===== src/rtl/parse_pipe.sv =====
// RISC-V field parser with a registered DEPTH-entry output FIFO (optional counters: PARSE_PIPE_CNT_EN).
// Latency: a word pushed at edge N is at the outputs after edge N when the FIFO was empty, else in FIFO order.
// Backpressure: in_ready = (count != DEPTH); no same-cycle bypass when full; flush beats push and pop.
module parse_pipe #(
    parameter int XLEN  = 32,
    parameter int DEPTH = 2
) (
    input  logic            clk,
    input  logic            rst_n,
    input  logic            flush,
    input  logic            in_valid,
    output logic            in_ready,
    input  logic [31:0]     ins,
    output logic            out_valid,
    input  logic            out_ready,
    output logic [6:0]      opcode,
    output logic [2:0]      funct3,
    output logic [6:0]      funct7,
    output logic [4:0]      rs1,
    output logic [4:0]      rs2,
    output logic [4:0]      rd,
    output logic [2:0]      fmt,
    output logic [XLEN-1:0] imm,
    output logic            illegal
`ifdef PARSE_PIPE_CNT_EN
    ,
    output logic [31:0]     pop_cnt,
    output logic [31:0]     illegal_cnt
`endif
);

    localparam int PW = $clog2(DEPTH);
    localparam int CW = $clog2(DEPTH + 1);

    localparam logic [2:0] FMT_R   = 3'd0;
    localparam logic [2:0] FMT_I   = 3'd1;
    localparam logic [2:0] FMT_S   = 3'd2;
    localparam logic [2:0] FMT_SB  = 3'd3;
    localparam logic [2:0] FMT_U   = 3'd4;
    localparam logic [2:0] FMT_UJ  = 3'd5;
    localparam logic [2:0] FMT_BAD = 3'd7;

    // Raw word is kept whole; the register fields are just slices of it at the head.
    typedef struct packed {
        logic [31:0]     raw;
        logic [2:0]      fmt;
        logic [XLEN-1:0] imm;
        logic            illegal;
    } entry_t;

    entry_t          w_entry;
    entry_t          w_head;
    logic [2:0]      w_fmt;
    logic [XLEN-1:0] w_imm;
    logic            w_illegal;
    logic            w_push;
    logic            w_pop;

    entry_t          r_mem [DEPTH];
    logic [PW-1:0]   r_wptr;
    logic [PW-1:0]   r_rptr;
    logic [CW-1:0]   r_cnt;

    // Decode format and immediate from the incoming word. Every listed opcode has
    // ins[1:0]==2'b11, so the default arm also catches compressed/invalid low bits.
    always_comb begin
        w_fmt     = FMT_BAD;
        w_imm     = '0;
        w_illegal = 1'b0;
        case (ins[6:0])
            7'b0110011: w_fmt = FMT_R;
            7'b0010011, 7'b0000011, 7'b1100111, 7'b1110011: begin
                w_fmt = FMT_I;
                w_imm = XLEN'($signed(ins[31:20]));
            end
            7'b0100011: begin
                w_fmt = FMT_S;
                w_imm = XLEN'($signed({ins[31:25], ins[11:7]}));
            end
            7'b1100011: begin
                w_fmt = FMT_SB;
                w_imm = XLEN'($signed({ins[31], ins[7], ins[30:25], ins[11:8], 1'b0}));
            end
            7'b0110111, 7'b0010111: begin
                w_fmt = FMT_U;
                w_imm = XLEN'($signed({ins[31:12], 12'b0}));
            end
            7'b1101111: begin
                w_fmt = FMT_UJ;
                w_imm = XLEN'($signed({ins[31], ins[19:12], ins[20], ins[30:21], 1'b0}));
            end
            default: begin
                w_fmt     = FMT_BAD;
                w_imm     = '0;
                w_illegal = 1'b1;
            end
        endcase
        w_entry = {ins, w_fmt, w_imm, w_illegal};
    end

    assign in_ready  = (r_cnt != CW'(DEPTH));
    assign out_valid = (r_cnt != '0);
    assign w_push    = in_valid & in_ready;
    assign w_pop     = out_valid & out_ready;

    // Pointer and occupancy bookkeeping; flush empties the FIFO and wins over push/pop.
    always_ff @(posedge clk or negedge rst_n) begin
        if (!rst_n) begin
            r_wptr <= '0;
            r_rptr <= '0;
            r_cnt  <= '0;
        end else if (flush) begin
            r_wptr <= '0;
            r_rptr <= '0;
            r_cnt  <= '0;
        end else begin
            if (w_push) r_wptr <= r_wptr + 1'b1;
            if (w_pop)  r_rptr <= r_rptr + 1'b1;
            if (w_push && !w_pop)      r_cnt <= r_cnt + 1'b1;
            else if (!w_push && w_pop) r_cnt <= r_cnt - 1'b1;
        end
    end

    // Entry storage; cleared on reset so no stale decode survives it.
    always_ff @(posedge clk or negedge rst_n) begin
        if (!rst_n) begin
            for (int i = 0; i < DEPTH; i++) r_mem[i] <= '0;
        end else if (w_push && !flush) begin
            r_mem[r_wptr] <= w_entry;
        end
    end

    // Drive outputs from the head entry, forced to zero while the FIFO is empty.
    always_comb begin
        w_head = r_mem[r_rptr];
        if (!out_valid) w_head = '0;
        opcode  = w_head.raw[6:0];
        rd      = w_head.raw[11:7];
        funct3  = w_head.raw[14:12];
        rs1     = w_head.raw[19:15];
        rs2     = w_head.raw[24:20];
        funct7  = w_head.raw[31:25];
        fmt     = w_head.fmt;
        imm     = w_head.imm;
        illegal = w_head.illegal;
    end

`ifdef PARSE_PIPE_CNT_EN
    logic [31:0] r_pop_cnt;
    logic [31:0] r_illegal_cnt;

    // Pop statistics; survive flush, wrap naturally at 32 bits.
    always_ff @(posedge clk or negedge rst_n) begin
        if (!rst_n) begin
            r_pop_cnt     <= '0;
            r_illegal_cnt <= '0;
        end else if (w_pop && !flush) begin
            r_pop_cnt <= r_pop_cnt + 32'd1;
            if (illegal) r_illegal_cnt <= r_illegal_cnt + 32'd1;
        end
    end

    assign pop_cnt     = r_pop_cnt;
    assign illegal_cnt = r_illegal_cnt;
`endif

endmodule

===== config.mk =====
export PLATFORM = sky130hd
export DESIGN_NAME = parse_pipe
export DESIGN_NICKNAME = d
export VERILOG_FILES = /design/src/rtl/parse_pipe.sv
export SDC_FILE = /design/constraint.sdc
export NUM_CORES = 1
export LEC_CHECK = 0
export CAP_MARGIN = 20
export CORE_MARGIN = 10
export CORE_UTILIZATION = 25
export CTS_BUF_LIST = sky130_fd_sc_hd__clkbuf_8
export CTS_CLUSTER_DIAMETER = 40
export DETAILED_ROUTE_END_ITERATION = 8
export PLACE_DENSITY = 0.44
export SLEW_MARGIN = 20
export SYNTH_ARGS = -nofsm -noshare
export SYNTH_HDL_FRONTEND = slang
export SYNTH_SLANG_ARGS = --single-unit
export TNS_END_PERCENT = 100

===== constraint.sdc =====
create_clock -name clk -period 2.2 [get_ports clk]
set_input_delay 0.44 -clock clk [delete_from_list [all_inputs] [get_ports clk]]
set_output_delay 0.44 -clock clk [all_outputs]
set_load 0.1 [all_outputs]

==> results_tabular.tex <==
\begin{tabular}{lr}
\hline
Metric & Value \\
\hline
\multicolumn{2}{l}{\textbf{Power and ir drop}} \\
Leakage power summed over all cells & 4.47 nW \\
Worst VDD drop & 0.425 mV \\
Cell internal power dissipation & 0.00567 W \\
Clock Power Share & 28.8\% \\
Power Density & 841 mW/mm\^{}2 \\
Power share of the sequential group & 38.1\% \\
Combinational share of power & 33.1\% \\
Net Sw Frac & 35.1\% \\
Switching component of the power & 0.00307 W \\
\multicolumn{2}{l}{\textbf{Cells and area}} \\
Ratio of cells with drive above 1 in the final layout & 32.1\% \\
Total Nets Final & 916 \\
Antenna fix cells & 0 \\
Area added between synthesis and finish & 51.7\% \\
Post-route core utilization & 38.6\% \\
Fillers & 2653 \\
\multicolumn{2}{l}{\textbf{Timing}} \\
Worst Setup Slack, final & -82.8 ps \\
Count of pins over their slew limit & 0 \\
Worst hold slack across all endpoints & 441 ps \\
Period utilization & 104\% \\
Top achievable clock speed & 0.438 GHz \\
Unrepaired setup endpoints after global routing & true \\
Measured slew at the worst slew-check pin & 592 ps \\
Final-layout setup total negative slack & -1200 ps \\
Final min period & 2280 ps \\
Relative slew slack & 60.4\% \\
Count of endpoints failing hold in the final timing report & 0 \\
Max Clock Skew & 7.71 ps \\
Setup violation total in the final timing report & 40 \\
\multicolumn{2}{l}{\textbf{Detailed routing}} \\
Post-DR vias/cell & 4.57 \\
Total number of vias & 5636 \\
Final wirelength & 21.8 mm \\
Remaining design rule violation count & 0 \\
Total iterations of the first detailed-routing run & 5 \\
Wirelength per Cell & 17.7 um \\
Starting DRT DRC Count & 291 \\
Number of antenna-violating nets in the routed design & 0 \\
\multicolumn{2}{l}{\textbf{Die}} \\
Width of the die & 186 um \\
Number of cell rows & 60 \\
Die span in y & 186 um \\
I/O pin total & 107 \\
Core area & 0.0270 mm\^{}2 \\
Starting density of the core & 25.4\% \\
Area enclosed by the die boundary & 0.0344 mm\^{}2 \\
\multicolumn{2}{l}{\textbf{Setup path}} \\
Buffer and inverter count on the worst path & 3 \\
Most frequent cell on the critical path & sky130\_fd\_sc\_hd\_\_buf\_12 \\
Startpoint of the lowest-slack register-to-register path & r\_cnt[0]\$\_DFFE\_PN0P\_ \\
Max FO, Critical Path & 22 \\
Startpoint-to-endpoint class of the critical path & flip-flop to output pin \\
Setup crit start & r\_rptr\$\_DFFE\_PN0P\_ \\
Worst Setup Start Kind & flip-flop \\
Data arrival time at the worst-slack endpoint & 1840 ps \\
Worst path cell trace & buf\_12, buf\_12, mux2i\_1, nor2\_2, buf\_12 \\
Crit-path slowest cell & sky130\_fd\_sc\_hd\_\_dfrtp\_4 \\
Delay of the slowest cell on the worst path & 440 ps \\
Top Family by Delay on Critical Path & buffers and inverters \\
CP Capture Type & output pin \\
Req. time, crit path & 1760 ps \\
\multicolumn{2}{l}{\textbf{Global routing}} \\
Maximum number of pins on one net before global-route repair & 49 \\
Number of global-route vias before repair & 5856 \\
First-pass GRT wire length & 34.2 mm \\
Antenna violations before repair & 1 \\
Grt ovf & 0 \\
GRT Util Overall & 12.8\% \\
\multicolumn{2}{l}{\textbf{Synthesis}} \\
Share of synthesized registers carrying an async set or reset & 100\% \\
Proportion of synthesized chip area in sequential cells & 51.1\% \\
Yosys warnings & 0 \\
Register bit total from synthesis & 140 \\
Count of distinct cell types in the synthesized netlist & 53 \\
Cell area after technology mapping & 0.00685 mm\^{}2 \\
Post-synthesis instance total & 728 \\
Average footprint of a synthesized cell & 9.41 um\^{}2 \\
Number of nets produced by synthesis & 765 \\
Commonest register cell after synthesis & sky130\_fd\_sc\_hd\_\_dfrtp\_1 \\
Number of synthesized flops with an enable pin & 0 \\
\multicolumn{2}{l}{\textbf{Placement}} \\
Final RePlAce weighted congestion & 0.839 \\
Detailed-placement wirelength estimate & 15.3 mm \\
Port Buf Inserts & 106 \\
Worst slack at placement & -95.2 ps \\
\multicolumn{2}{l}{\textbf{Clock network}} \\
TritonCTS buffer count & 17 \\
Maximum buffer depth of the clock tree & 2 \\
Clock tree from TritonCTS & done \\
CTS Sinks & 140 \\
Clock transition at the registers of the reported paths & 80 ps \\
Max H-tree Level & 4 \\
Source-to-sink clock delay at the later pin of the worst-skew pair & 440 ps \\
Buffer type at the clock tree root & sky130\_fd\_sc\_hd\_\_clkbuf\_8 \\
\multicolumn{2}{l}{\textbf{Min path}} \\
Hold crit path type & primary input to asynchronous set/reset pin \\
\multicolumn{2}{l}{\textbf{Run}} \\
Max-cap check violation count & 0 \\
\multicolumn{2}{l}{\textbf{Outcome}} \\
Result of the run & finished with violations \\
Violated checks & negative setup slack \\
\hline
\end{tabular}
[worst register-to-register path, stage by stage, from the launching register on]
cell and delay, ps:
sky130_fd_sc_hd__dfrtp_2 430, sky130_fd_sc_hd__nand2b_1 280, sky130_fd_sc_hd__nand3b_2 230, sky130_fd_sc_hd__nor2_1 530
sky130_fd_sc_hd__a221o_1 210
[sequential cells by signal (all words and copies together), names as in the netlist]
signal  cells
r_cnt       2
r_rptr      1
r_wptr      1
r_mem     136
[power groups by stage]
stage	clock network [W]	logic, W	registers (W)
2_1_floorplan	0	0.00177	0.00327
3_3_place_gp	0	0.00275	0.00335
3_5_place_dp	0	0.00275	0.00336
4_1_cts	0.00260	0.00286	0.00330
5_1_grt	0.00270	0.00310	0.00338
6_report	0.00252	0.00289	0.00333
[layout make-up]
cell class              count  area [um^2]  area share (%)
flip-flops and latches    140         3510            33.8
multi-input cells         529         3370            32.4
repair buffers            184         2580            24.9
well taps                 341          427            4.11
clock buffers              19          262            2.52
clock inverters            12          218            2.09
inverters                   7         26.3           0.253
[worst paths after layout]
| check | endpoint | slack (ps) | cells after the start |
|---|---|---|---|
| worst max register to register | r_mem[88]$_DFFE_PN0P_ | 460 | 4 |
| min in group clk | r_mem[54]$_DFFE_PN0P_ | 480 | 2 |
| worst min register to register | r_mem[54]$_DFFE_PN0P_ | 480 | 2 |
| max in group asynchronous | r_mem[129]$_DFFE_PN0P_ | 1110 | 3 |
| worst min-delay path | r_mem[46]$_DFFE_PN0P_ | 440 | 2 |
| worst max-delay path | imm[13] | -80 | 5 |
[synthesized netlist by cell type (all sizes together), types with 3 or more instances]
cell type / count / share of area, %
nor2: 106 / 5.9
a22o: 12 / 1.5
dfrtp: 140 / 51
o21ai: 18 / 1.3
nor4: 7 / 0.86
or3b: 3 / 0.42
nand2: 202 / 11
xor2: 3 / 0.38
buf: 37 / 3.1
mux2: 4 / 0.66
nand2b: 6 / 0.66
inv: 7 / 0.38
a31oi: 5 / 0.46
mux2i: 78 / 11
a221o: 16 / 2.3
nand3: 3 / 0.22
a21oi: 29 / 2.1
clkbuf: 15 / 0.84
nor4b: 3 / 0.60
o31ai: 8 / 0.88
[layout by cell type (no fill, tap or decap), types with 7 or more instances in the layout]
cell type / Yosys / final
sky130_fd_sc_hd__a221o_1: 16 / 16
sky130_fd_sc_hd__buf_12: 0 / 83
sky130_fd_sc_hd__o21ai_0: 16 / 16
sky130_fd_sc_hd__nor2_4: 0 / 12
sky130_fd_sc_hd__dfrtp_1: 140 / 137
sky130_fd_sc_hd__clkbuf_8: 0 / 19
sky130_fd_sc_hd__a21oi_1: 29 / 29
sky130_fd_sc_hd__mux2i_2: 0 / 13
sky130_fd_sc_hd__nor2_1: 104 / 40
sky130_fd_sc_hd__mux2i_1: 78 / 62
sky130_fd_sc_hd__nor2_2: 2 / 54
sky130_fd_sc_hd__buf_4: 4 / 57
sky130_fd_sc_hd__nand2_1: 201 / 201
sky130_fd_sc_hd__o31ai_1: 8 / 8
sky130_fd_sc_hd__inv_1: 7 / 7
sky130_fd_sc_hd__clkdlybuf4s50_1: 0 / 35
sky130_fd_sc_hd__a22o_1: 12 / 12
[layer usage]
metal  track usage [%]  wire [um]  up-vias
met5                 0         13        -
met4              3.32        198        2
met3              3.22       1090       16
met2              20.0       9920      117
met1              17.3      10600     2748
li1                  -          -     2753
[through the flow]
stage               cell area [um^2]  total power, W  cells
floorplan                       7020         0.00504    728
global placement                9600         0.00609   1190
detailed placement              9600         0.00611   1190
CTS                            10300         0.00876   1229
global route                   10400         0.00919   1232
finish                         10400         0.00874   1232
[kinds of logic (layout without fill, tap and decap cells)]
family	count (synthesis)	in the layout	share of synthesized area [%]
AOI/OAI and AO/OA	101	101	10.7
xor gates and xnor gates	3	3	0.384
buffers and inverters	59	222	4.31
DFF	140	140	51.1
muxes	82	82	12.1
and+or+nand+nor	343	343	21.4
[timing repair]
| item | CTS | global route |
|---|---|---|
| resized for setup | 18 | 27 |
| hold buffers | 1 | 0 |
| cloned | 2 | 1 |
| pin swaps | 15 | 20 |
| setup endpoints to repair | 61 | 67 |
| hold endpoints to repair | 27 | 0 |
| buffers inserted | 5 | 2 |
Note: power is estimated with default switching activity, not from simulation.
